$ cat src/rtl/hazard_stall_controller.sv
// Stall/flush sequencer for the five-stage MIPS pipeline: load-use stall, taken-branch squash, dmem freeze.
// Optional performance counters are enabled by defining HAZARD_PERF_CNT_EN.
module hazard_stall_controller #(
  parameter int MEM_TIMEOUT = 16,
  parameter int CNT_W       = 32
) (
  input  logic             clk,
  input  logic             reset_n,
  input  logic [4:0]       id_rs,
  input  logic [4:0]       id_rt,
  input  logic             id_uses_rt,
  input  logic             ex_mem_read,
  input  logic [4:0]       ex_rt,
  input  logic             mem_branch,
  input  logic             mem_zero,
  input  logic             mem_read,
  input  logic             mem_write,
  input  logic             dmem_ready,
  output logic             pc_write,
  output logic             if_id_write,
  output logic             if_id_flush,
  output logic             id_ex_flush,
  output logic             ex_mem_flush,
  output logic             id_ex_bubble,
  output logic             pipe_freeze,
  output logic             dmem_req,
  output logic             mem_timeout,
  output logic [CNT_W-1:0] stall_cycles,
  output logic [CNT_W-1:0] flush_count
);

  typedef enum logic {RUN, MEM_WAIT} state_t;

  localparam logic [7:0] WLAST = 8'(MEM_TIMEOUT - 1);

  state_t     state, state_nxt;
  logic [7:0] wcnt, wcnt_nxt;
  logic       abandon, abandon_nxt;
  logic       tmo_set;
  logic       freeze, req;
  logic       load_use, taken, access;

  assign load_use = ex_mem_read && (ex_rt != 5'd0) &&
                    ((ex_rt == id_rs) || (id_uses_rt && (ex_rt == id_rt)));
  assign taken    = mem_branch & mem_zero;
  assign access   = mem_read | mem_write;

  // abandon marks the single RUN cycle after a timeout, when the stale access
  // still sits in EX/MEM and must drain as a bubble instead of re-freezing.
  always_comb begin
    state_nxt   = state;
    wcnt_nxt    = wcnt;
    abandon_nxt = 1'b0;
    tmo_set     = 1'b0;
    freeze      = 1'b0;
    req         = 1'b0;
    case (state)
      RUN: begin
        req = access;
        if (!abandon && access && !dmem_ready) begin
          freeze    = 1'b1;
          state_nxt = MEM_WAIT;
          wcnt_nxt  = 8'd1;
        end
      end
      MEM_WAIT: begin
        req    = 1'b1;
        freeze = ~dmem_ready;
        if (dmem_ready) begin
          state_nxt = RUN;
        end else if (wcnt == WLAST) begin
          tmo_set     = 1'b1;
          abandon_nxt = 1'b1;
          state_nxt   = RUN;
        end else begin
          wcnt_nxt = wcnt + 8'd1;
        end
      end
      default: state_nxt = RUN;
    endcase
  end

  always_ff @(posedge clk) begin
    if (!reset_n) begin
      state       <= RUN;
      wcnt        <= 8'd0;
      abandon     <= 1'b0;
      mem_timeout <= 1'b0;
    end else begin
      state       <= state_nxt;
      wcnt        <= wcnt_nxt;
      abandon     <= abandon_nxt;
      mem_timeout <= mem_timeout | tmo_set;
    end
  end

  // Priority: freeze > taken > load_use; everything is quiet while in reset.
  always_comb begin
    pc_write     = 1'b0;
    if_id_write  = 1'b0;
    if_id_flush  = 1'b0;
    id_ex_flush  = 1'b0;
    ex_mem_flush = 1'b0;
    id_ex_bubble = 1'b0;
    pipe_freeze  = 1'b0;
    dmem_req     = 1'b0;
    if (reset_n) begin
      dmem_req = req;
      if (freeze) begin
        pipe_freeze = 1'b1;
      end else if (taken) begin
        pc_write     = 1'b1;
        if_id_write  = 1'b1;
        if_id_flush  = 1'b1;
        id_ex_flush  = 1'b1;
        ex_mem_flush = 1'b1;
      end else if (load_use) begin
        id_ex_bubble = 1'b1;
      end else begin
        pc_write    = 1'b1;
        if_id_write = 1'b1;
      end
    end
  end

`ifdef HAZARD_PERF_CNT_EN
  logic [CNT_W-1:0] stall_q, flush_q;
  logic             stall_inc, flush_inc;

  assign stall_inc = reset_n & ~pc_write;
  assign flush_inc = reset_n & taken & ~freeze;

  always_ff @(posedge clk) begin
    if (!reset_n) begin
      stall_q <= '0;
      flush_q <= '0;
    end else begin
      if (stall_inc && (stall_q != '1)) stall_q <= stall_q + 1'b1;
      if (flush_inc && (flush_q != '1)) flush_q <= flush_q + 1'b1;
    end
  end

  assign stall_cycles = stall_q;
  assign flush_count  = flush_q;
`else
  assign stall_cycles = '0;
  assign flush_count  = '0;
`endif

endmodule

$ cat config.mk
export PLATFORM = sky130hd
export DESIGN_NAME = hazard_stall_controller
export DESIGN_NICKNAME = d
export VERILOG_FILES = /design/src/rtl/hazard_stall_controller.sv
export SDC_FILE = /design/constraint.sdc
export NUM_CORES = 1
export LEC_CHECK = 0
export BUFFER_PORTS_ARGS = -buffer_cell sky130_fd_sc_hd__clkbuf_2
export CAP_MARGIN = 30
export CORE_ASPECT_RATIO = 1.1
export CORE_MARGIN = 3
export CORE_UTILIZATION = 42
export DETAILED_ROUTE_END_ITERATION = 6
export GPL_ROUTABILITY_DRIVEN = 0
export GPL_TIMING_DRIVEN = 0
export PLACE_DENSITY = 0.93
export SLEW_MARGIN = 10
export SYNTH_ARGS = -nofsm -noshare
export SYNTH_HDL_FRONTEND = slang
export SYNTH_SLANG_ARGS = --single-unit
export TNS_END_PERCENT = 50
$ cat constraint.sdc
create_clock -name clk -period 2.98 [get_ports clk]
set_input_delay 0.149 -clock clk [delete_from_list [all_inputs] [get_ports clk]]
set_output_delay 0.149 -clock clk [all_outputs]
set_load 0.005 [all_outputs]
==> results.json, run 1 <==
{
  "synth_top_area_cell": "buf_4",
  "setup_total_negative_slack_ns": 0,
  "final_cell_mix": "buf_4 (67), conb_1 (64), clkbuf_2 (32), xor2_1 (12), dfxtp_1 (11)",
  "fin_crit_ns": 1.66,
  "fp.dieW_um": 56.4,
  "cts_hold_buf": 0,
  "stdcell_count": 278,
  "fp-row-count": 19,
  "pwr-share-clk_pct": 25.7,
  "p_int_w": 0.000287,
  "p_per_area_nw_per_um2": 247,
  "ant_nets": 0,
  "hold_path_depth": 3,
  "postSynthAreaPerCell_um2": 7.94,
  "comb_power_share_pct": 36.5,
  "wl_per_cell_um": 8.52,
  "vdd_ir_drop_max_mv": 0.192,
  "drc": 0,
  "clk_pin_slew_ns": 0.07,
  "worstSetupEndpointType": "output pin",
  "dpl_cell_area_um2": 1610,
  "grt_pass1_wl_um": 3440,
  "vias_per_cell": 3.69,
  "vias": 1027,
  "multi_input_area_um2": 677,
  "final_max_slew_viol_count": 0,
  "wl_um": 2370,
  "cts_num_sinks": 11,
  "finalHoldViolCount": 0,
  "required_ns": 2.83,
  "die_h_um": 61.5,
  "finClkSkew_ns": 0.00292,
  "synthCells": 148,
  "clock_path_buffers": 2,
  "worstSkewPairLatency_ns": 0.27,
  "swShare_pct": 29.0,
  "finalInstanceArea_um2": 1640,
  "arrival_ns": 1.51,
  "hold_class": "in -> reg",
  "ys_seq_area_share_pct": 18.7,
  "initial_core_util_pct": 45.3,
  "p_leak_nw": 0.960,
  "num_io_pins": 97,
  "layout.nets": 273,
  "yosysWarnings": 0,
  "seq_area_um2": 220,
  "grt_max_degree": 8,
  "coreArea_um2": 2590,
  "critPathLaunchType": "register",
  "ys_types": 31,
  "dp_slack_ns": 1.47,
  "status": "finished, final reports clean",
  "grt.total_usage_pct": 12.2,
  "post_cts_buffers": 0,
  "overflow": 0,
  "rsz0062_at_grt": "no",
  "port-buffer-count": 32,
  "dieArea_um2": 3470,
  "yosys.area.top_type_share_pct": 42.8,
  "cts_buffers": 3,
  "worstPathMaxFanout": 6,
  "areaGrowthSynthToFinish_pct": 39.3,
  "drive_gt1_share_pct": 43.7,
  "p_switching_w": 0.000117,
  "nFillCells": 244,
  "cts_resized": 0,
  "clock-root-buffer": "clkbuf_4",
  "max_freq_mhz": 601,
  "dpl.hpwl_um": 2110,
  "num_antenna_cells": 0,
  "ff2ff_path_depth": 4,
  "dp_cells": 274,
  "synthesis.area_um2": 1170,
  "ys_ff_latch": 11,
  "mostFrequentLayoutCell": "buf_4",
  "drtPass1Iterations": 4,
  "drt_iter0_markers": 15,
  "ys_top_cells_by_area": "buf_4 (43%), dfxtp_1 (19%), xor2_1 (8.9%), nor2_1 (2.9%), a21oi_1 (1.7%)",
  "seqPwrFrac_pct": 37.7,
  "crit_type": "reg -> out",
  "drv_cap": 0,
  "setup_viol": 0,
  "period_share_pct": 55.8,
  "antenna_found_initial": 0,
  "grt_pass1_vias": 834,
  "cts_tree": "yes",
  "power_w": 0.000405,
  "setup_slack_ns": 1.32,
  "h-tree-depth": 1
}
[flip-flops by register name, indices dropped and copies added, names as in the netlist]
signal	cells
mem_timeout	1
abandon	1
state	1
wcnt	8
[worst paths after layout]
check         startpoint           to  slack (ns)
max reg2reg      wcnt[7]      wcnt[0]        1.50
max                state     pc_write        1.32
min              reset_n      wcnt[1]        0.26
min reg2reg  mem_timeout  mem_timeout        0.48
[final cells by class]
| type | count | area share (%) |
|---|---|---|
| Sequential cell | 11 | 13.5 |
| Tap cell | 31 | 2.37 |
| Multi-Input combinational cell | 130 | 41.4 |
| Buffer | 67 | 30.7 |
| Clock buffer | 4 | 1.61 |
| Timing Repair Buffer | 32 | 9.79 |
| Inverter | 3 | 0.688 |
[power groups by stage]
stage | logic (W) | clock network, W | registers (W)
finish | 0.000148 | 0.000104 | 0.000153
global route | 0.000166 | 0.000110 | 0.000153
CTS | 0.000144 | 0.000104 | 0.000153
detailed placement | 0.000143 | 0 | 0.000156
global placement | 0.000142 | 0 | 0.000156
floorplan | 0.000113 | 0 | 0.000155
[worst max-delay path, stage by stage (launching register included)]
cell and delay (ns):
dfxtp_1 0.34, nor3_1 0.23, o21ai_2 0.13, nand3_1 0.14, o21ba_2 0.18, buf_4 0.12, clkbuf_2 0.10
[cell families (layout without fill, tap and decap cells)]
family / Yosys count / in the layout / synth area share [%]
adder cells (fa/ha/maj): 1 / 1 / 1.06
AO/OA/AOI/OAI: 16 / 16 / 9.69
flip-flops: 11 / 11 / 18.7
buffers and inverters: 70 / 106 / 43.8
XOR/XNOR: 14 / 14 / 10.4
other: 1 / 64 / 0.319
AND/OR/NAND/NOR: 35 / 35 / 16.0
[synth_stat cells]
cell / instances
or4_1: 1
ha_1: 1
and2b_2: 1
o21ai_1: 1
nor3_1: 4
nand2_1: 4
a21oi_2: 1
o21ba_2: 1
and3_1: 2
xnor2_1: 2
nand2b_1: 1
a32oi_1: 1
a21oi_1: 4
conb_1: 1
or3_1: 2
o21ai_2: 1
xor2_1: 12
nor2_1: 9
o21ai_0: 2
and3b_1: 1
nand3_1: 4
o211ai_1: 2
dfxtp_1: 11
inv_1: 3
nor4_1: 3
a211oi_2: 1
or4_4: 1
nand4_1: 2
a21boi_0: 1
buf_4: 67
o21a_1: 1
[stage by stage]
step	hold slack (ns)	util (%)
global placement	0.458	62.1
floorplan	0.352	-
CTS	0.250	63.2
global route	0.269	63.2
finish	0.258	63.2
detailed placement	0.468	62.1
[layer usage]
| layer | routed length [um] | global-route usage [%] | vias up | share of wire, % |
|---|---|---|---|---|
| met5 | 0 | 0 | - | 0 |
| met4 | 50 | 7.12 | 0 | 2.1 |
| met3 | 183 | 1.68 | 5 | 7.7 |
| met2 | 1180 | 21.6 | 48 | 50 |
| met1 | 954 | 14.3 | 412 | 40 |
| li1 | - | - | 562 | - |
Power figures use the tool's default switching activity.
==> inputs of run 2 (changes only) <==
Settings changed: ABC_AREA set to 1, CORE_UTILIZATION 42 to 41, PLACE_DENSITY 0.93 to 0.88.
Clock period 2.98 ns to 1.6 ns, I/O delays scaled along.
==> results.json, run 2 <==
{
  "mostFrequentLayoutCell": "buf_4",
  "drc": 0,
  "dieArea_um2": 3990,
  "ys_seq_area_share_pct": 16.4,
  "drt_iter0_markers": 29,
  "synth-xor-area-share_pct": 3.93,
  "period_share_pct": 92.4,
  "dpl_cell_area_um2": 1780,
  "ys_async_sr_fraction_pct": 0,
  "ys_top_cells_by_area": "buf_4 (38%), dfxtp_1 (16%), nand2_1 (11%), inv_1 (7.3%), nor2_1 (6.2%)",
  "wl_um": 2700,
  "setup_viol": 0,
  "finalInstanceArea_um2": 1870,
  "port-buffer-count": 32,
  "vias_per_cell": 3.77,
  "cts_hold_buf": 0,
  "ys_types": 25,
  "setup_total_negative_slack_ns": 0,
  "p_leak_nw": 1.17,
  "worstSetupEndpointType": "output pin",
  "yosysWarnings": 0,
  "muxShareOfSynthArea_pct": 0,
  "min_from": "reset_n",
  "synth_most_common_cell": "buf_4",
  "status": "finished, final reports clean",
  "drv_cap": 0,
  "vias": 1303,
  "num_antenna_cells": 0,
  "antenna_found_initial": 0,
  "yosys.area.top_type_share_pct": 37.6,
  "ff2ff_path_depth": 6,
  "num_io_pins": 97,
  "worstSkewPairLatency_ns": 0.27,
  "postSynthAreaPerCell_um2": 6.44,
  "dpl.hpwl_um": 2350,
  "fp-row-count": 21,
  "clk_pin_slew_ns": 0.07,
  "r2r_setup_slack_ns": 0.21,
  "min_to": "state",
  "initial_core_util_pct": 43.5,
  "drtPass1Iterations": 5,
  "critPathLaunchType": "register",
  "hold_path_depth": 3,
  "synth_top_family_by_area": "buffers and inverters",
  "coreArea_um2": 3070,
  "h-tree-depth": 1,
  "finalHoldViolCount": 0,
  "ys_ff_latch": 11,
  "power_w": 0.000804,
  "synthCells": 208,
  "cts_num_sinks": 11,
  "rsz0062_at_grt": "no",
  "vdd_ir_drop_max_mv": 0.358,
  "areaGrowthSynthToFinish_pct": 39.8,
  "synth_fa_ha_area_share_pct": 0.935,
  "finClkSkew_ns": 0.00115,
  "final_core_util_pct": 60.9,
  "layout.nets": 338,
  "crit_type": "reg -> out",
  "required_ns": 1.52,
  "overflow": 0,
  "fp.dieW_um": 60.5,
  "ant_nets": 0,
  "setup_slack_ns": 0.121,
  "synth_compound_area_share_pct": 5.23,
  "synth_top_area_cell": "buf_4",
  "r2r_start": "wcnt[0]",
  "cts_buffers": 3,
  "critPathLaunch": "state",
  "grt_pass1_vias": 1090,
  "rr_endpoint": "wcnt[4]",
  "die_h_um": 65.9,
  "cts_tree": "yes",
  "nFillCells": 282,
  "hold_class": "in -> reg",
  "arrival_ns": 1.40,
  "drive_gt1_share_pct": 39.4,
  "synth_ff_type": "dfxtp_1",
  "regMostFlops": "wcnt",
  "fin_crit_ns": 1.48,
  "worstPathMaxFanout": 5,
  "grt_max_degree": 8,
  "clock_path_buffers": 2,
  "max_freq_mhz": 676,
  "wl_per_cell_um": 7.81,
  "dp_slack_ns": 0.209,
  "synthesis.area_um2": 1340,
  "grt.total_usage_pct": 13.2,
  "clock-root-buffer": "clkbuf_4",
  "grt_pass1_wl_um": 4120,
  "largest_register_ff_count": 8,
  "final_max_slew_viol_count": 0,
  "final_cell_mix": "buf_4 (72), conb_1 (64), nand2_1 (39), clkbuf_2 (32), inv_1 (24)",
  "p_per_area_nw_per_um2": 430,
  "synth_edf_count": 0,
  "synthSimpleGateAreaFrac_pct": 28.0,
  "synthTopCellsByCount": "buf_4 (67), nand2_1 (40), inv_1 (26), nor2_1 (22), dfxtp_1 (11)"
}
## run 2: changes by cell type after synthesis, sizes merged, moves of 2 or more
| cell | delta |
|---|---|
| nand2 | +39 |
| xor2 | -8 |
| nor2 | +15 |
| or4 | -2 |
| and3 | -2 |
| nor4 | -2 |
| a21oi | +2 |
| nor3 | -2 |
| o211ai | -2 |
| or3 | -2 |
| nand3 | +6 |
| inv | +24 |
## run 2: how the worst max path moves through the flow
| stage | endpoint | depth (start not counted) |
|---|---|---|
| finish | pc_write | 8 |
| global route | pc_write | 9 |
| CTS | pc_write | 8 |
| detailed placement | if_id_flush | 9 |
| global placement | id_ex_flush | 9 |
| floorplan | wcnt[3] | 6 |
## run 2: final cells by class
class                           instances  area, um^2  share of cell area, %
Buffer                                 67         503                   26.9
Clock buffer                            4        26.3                   1.40
Inverter                               27         104                   5.55
Multi-Input combinational cell        166         777                   41.5
Sequential cell                        11         221                   11.8
Tap cell                               34        42.5                   2.27
Timing Repair Buffer                   37         198                   10.6
## run 2: kinds of logic (layout without fill, tap and decap cells)
logic type,Yosys count,count (layout)
other,1,64
adders and majority gates,1,1
AOI/OAI and AO/OA,13,13
xor gates and xnor gates,6,6
and+or+nand+nor,82,82
DFF,11,11
buffers and inverters,94,135
## run 2: through the flow
| stage | cells | hold WS, ns |
|---|---|---|
| 6_report | 346 | 0.102 |
| 5_1_grt | 346 | 0.135 |
| 4_1_cts | 341 | 0.0963 |
| 3_5_place_dp | 337 | 0.381 |
| 3_3_place_gp | 337 | 0.375 |
| 2_1_floorplan | 271 | 0.178 |
## run 2: where the power goes
group | switching (W) | leakage [nW] | internal (W)
sequential | 0.00000490 | 0.0894 | 0.000279
combinational | 0.000150 | 1.06 | 0.000177
clock | 0.0000968 | 0.0150 | 0.0000968
## run 2: metal layers
metal / track usage [%] / wire length [um] / vias up
li1: - / - / 714
met1: 13.9 / 991 / 518
met2: 25.4 / 1410 / 69
met3: 1.56 / 267 / 2
met4: 5.69 / 33 / 0
met5: 0 / 0 / -
## run 2: what timing repair did
action,in CTS,in global routing
pin swaps,1,2
gates resized for setup,7,4
endpoints found under the setup margin,4,4
buffers inserted,0,5
endpoints found under the hold margin,0,0
## run 2: critical path, stage by stage (launching register included)
cell and delay, ns:
dfxtp_2 0.34, nor2_2 0.11, nand3_2 0.12, nand2_4 0.12, inv_2 0.05, nand2_2 0.10
a21oi_2 0.05, buf_4 0.13, clkbuf_2 0.10
==> inputs of run 3 (changes only) <==
Settings changed: CORE_MARGIN 3 to 2.
Clock period 1.6 ns to 1.4 ns, I/O delays scaled along.
==> results.json, run 3 (same netlist as run 2, synthesis figures left out) <==
{
  "status": "finished, violations left",
  "violations": "setup timing",
  "mostFrequentLayoutCell": "buf_4",
  "clock_path_buffers": 2,
  "finalHoldViolCount": 0,
  "seq_area_um2": 224,
  "setup_viol": 2,
  "overflow": 0,
  "pwr-share-clk_pct": 25.3,
  "max_freq_mhz": 697,
  "p_per_area_nw_per_um2": 488,
  "drive_gt1_share_pct": 41.0,
  "crit_type": "reg -> out",
  "dieArea_um2": 3740,
  "power_w": 0.000937,
  "wl_per_cell_um": 7.91,
  "p_switching_w": 0.000306,
  "cts_tree": "yes",
  "coreArea_um2": 3070,
  "antenna_found_initial": 0,
  "num_io_pins": 97,
  "grt_pass1_vias": 1119,
  "num_antenna_cells": 0,
  "grt_pass1_wl_um": 4110,
  "initial_core_util_pct": 43.5,
  "drtPass1Iterations": 4,
  "dp_cells": 337,
  "dpl.hpwl_um": 2220,
  "fp-row-count": 21,
  "worstSkewPairLatency_ns": 0.29,
  "comb_power_share_pct": 40.0,
  "h-tree-depth": 1,
  "nFillCells": 281,
  "final_cell_mix": "buf_4 (68), conb_1 (64), nand2_1 (39), clkbuf_2 (30), inv_1 (24)",
  "grt_max_degree": 8,
  "min_from": "reset_n",
  "regMostFlops": "wcnt",
  "grt.total_usage_pct": 13.8,
  "cts_num_sinks": 11,
  "wl_um": 2720,
  "largest_register_ff_count": 8,
  "stdcell_count": 344,
  "critical-path-max-stage-delay_ns": 0.34,
  "required_ns": 1.33,
  "final_max_slew_viol_count": 0,
  "critPathSlowestCell": "dfxtp_2",
  "clk_pin_slew_ns": 0.07,
  "drc": 0,
  "vdd_ir_drop_max_mv": 0.459,
  "worstPathMaxFanout": 3,
  "cts_buffers": 3,
  "areaGrowthSynthToFinish_pct": 43.4,
  "dp_slack_ns": 0.0172,
  "drt_iter0_markers": 37,
  "fp.dieW_um": 58.5,
  "die_h_um": 63.9,
  "multi_input_area_um2": 817,
  "final_core_util_pct": 62.4,
  "worstSetupEndpointType": "output pin",
  "finClkSkew_ns": 0.00485,
  "critPathLaunchType": "register",
  "rsz0062_at_grt": "yes",
  "vias_per_cell": 3.80,
  "port-buffer-count": 32,
  "critPathLaunch": "state",
  "layout.nets": 336,
  "r2r_start": "wcnt[0]",
  "setup_slack_ns": -0.0350,
  "swShare_pct": 32.6,
  "drv_cap": 0,
  "p_leak_nw": 1.16,
  "arrival_ns": 1.36,
  "cp_top_family": "buffers and inverters",
  "ant_nets": 0,
  "path_buf_inv": 5,
  "path_cells": "inv_2, nor2_4, inv_2, nand2_4, inv_4, nand2_4, nor2_4, buf_6, buf_6",
  "period_share_pct": 102,
  "clock-root-buffer": "clkbuf_4",
  "vias": 1307,
  "p_int_w": 0.000631,
  "hold_class": "in -> reg",
  "seqPwrFrac_pct": 34.7,
  "fin_crit_ns": 1.43
}
==> run 3: per-stage QoR <==
stage	hold WS [ns]	TNS, ns	cell area, um^2
floorplan	0.168	0	1580
global placement	0.367	0	1780
detailed placement	0.368	0	1780
CTS	0.0753	0	1850
global route	0.107	-0.345	1920
finish	0.0899	-0.0695	1920
==> run 3: repair_timing <==
action | in CTS | in global routing
resized for setup | 9 | 15
buffers inserted | 3 | 2
gates cloned | 0 | 0
hold buffers | 0 | 0
pin swaps | 2 | 5
setup endpoints to repair | 8 | 11
==> run 3: per-layer routing <==
| layer | routed length (um) | vias to the layer above | global-route usage [%] |
|---|---|---|---|
| li1 | - | 705 | - |
| met1 | 951 | 533 | 13.8 |
| met2 | 1480 | 66 | 25.8 |
| met3 | 255 | 3 | 2.23 |
| met4 | 36 | 0 | 7.85 |
| met5 | 0 | - | 0 |
==> run 3: tightest hold or removal path, cell delays in order <==
cell	delay (ns)
clkbuf_2	0.15
nand2_1	0.09
inv_1	0.03
==> run 3: final timing paths <==
kind	end	slack, ns	cells after the start
max	id_ex_flush	-0.03	9
min	state	0.09	3
max reg2reg	wcnt[3]	0.12	6
min reg2reg	mem_timeout	0.48	2
==> run 3: final cells by class <==
type,count,share of cell area (%)
inverters,27,5.41
clock buffers,4,1.37
flip-flops and latches,11,11.7
repair buffers,36,10.6
plain buffers,66,26.2
multi-input cells,166,42.6
well taps,34,2.22
==> run 3: power by group through the flow <==
stage / clock, W / sequential [W] / combinational, W
2_1_floorplan: 0 / 0.000329 / 0.000262
6_report: 0.000237 / 0.000326 / 0.000375
3_5_place_dp: 0 / 0.000330 / 0.000333
5_1_grt: 0.000255 / 0.000327 / 0.000417
4_1_cts: 0.000239 / 0.000323 / 0.000351
3_3_place_gp: 0 / 0.000329 / 0.000329
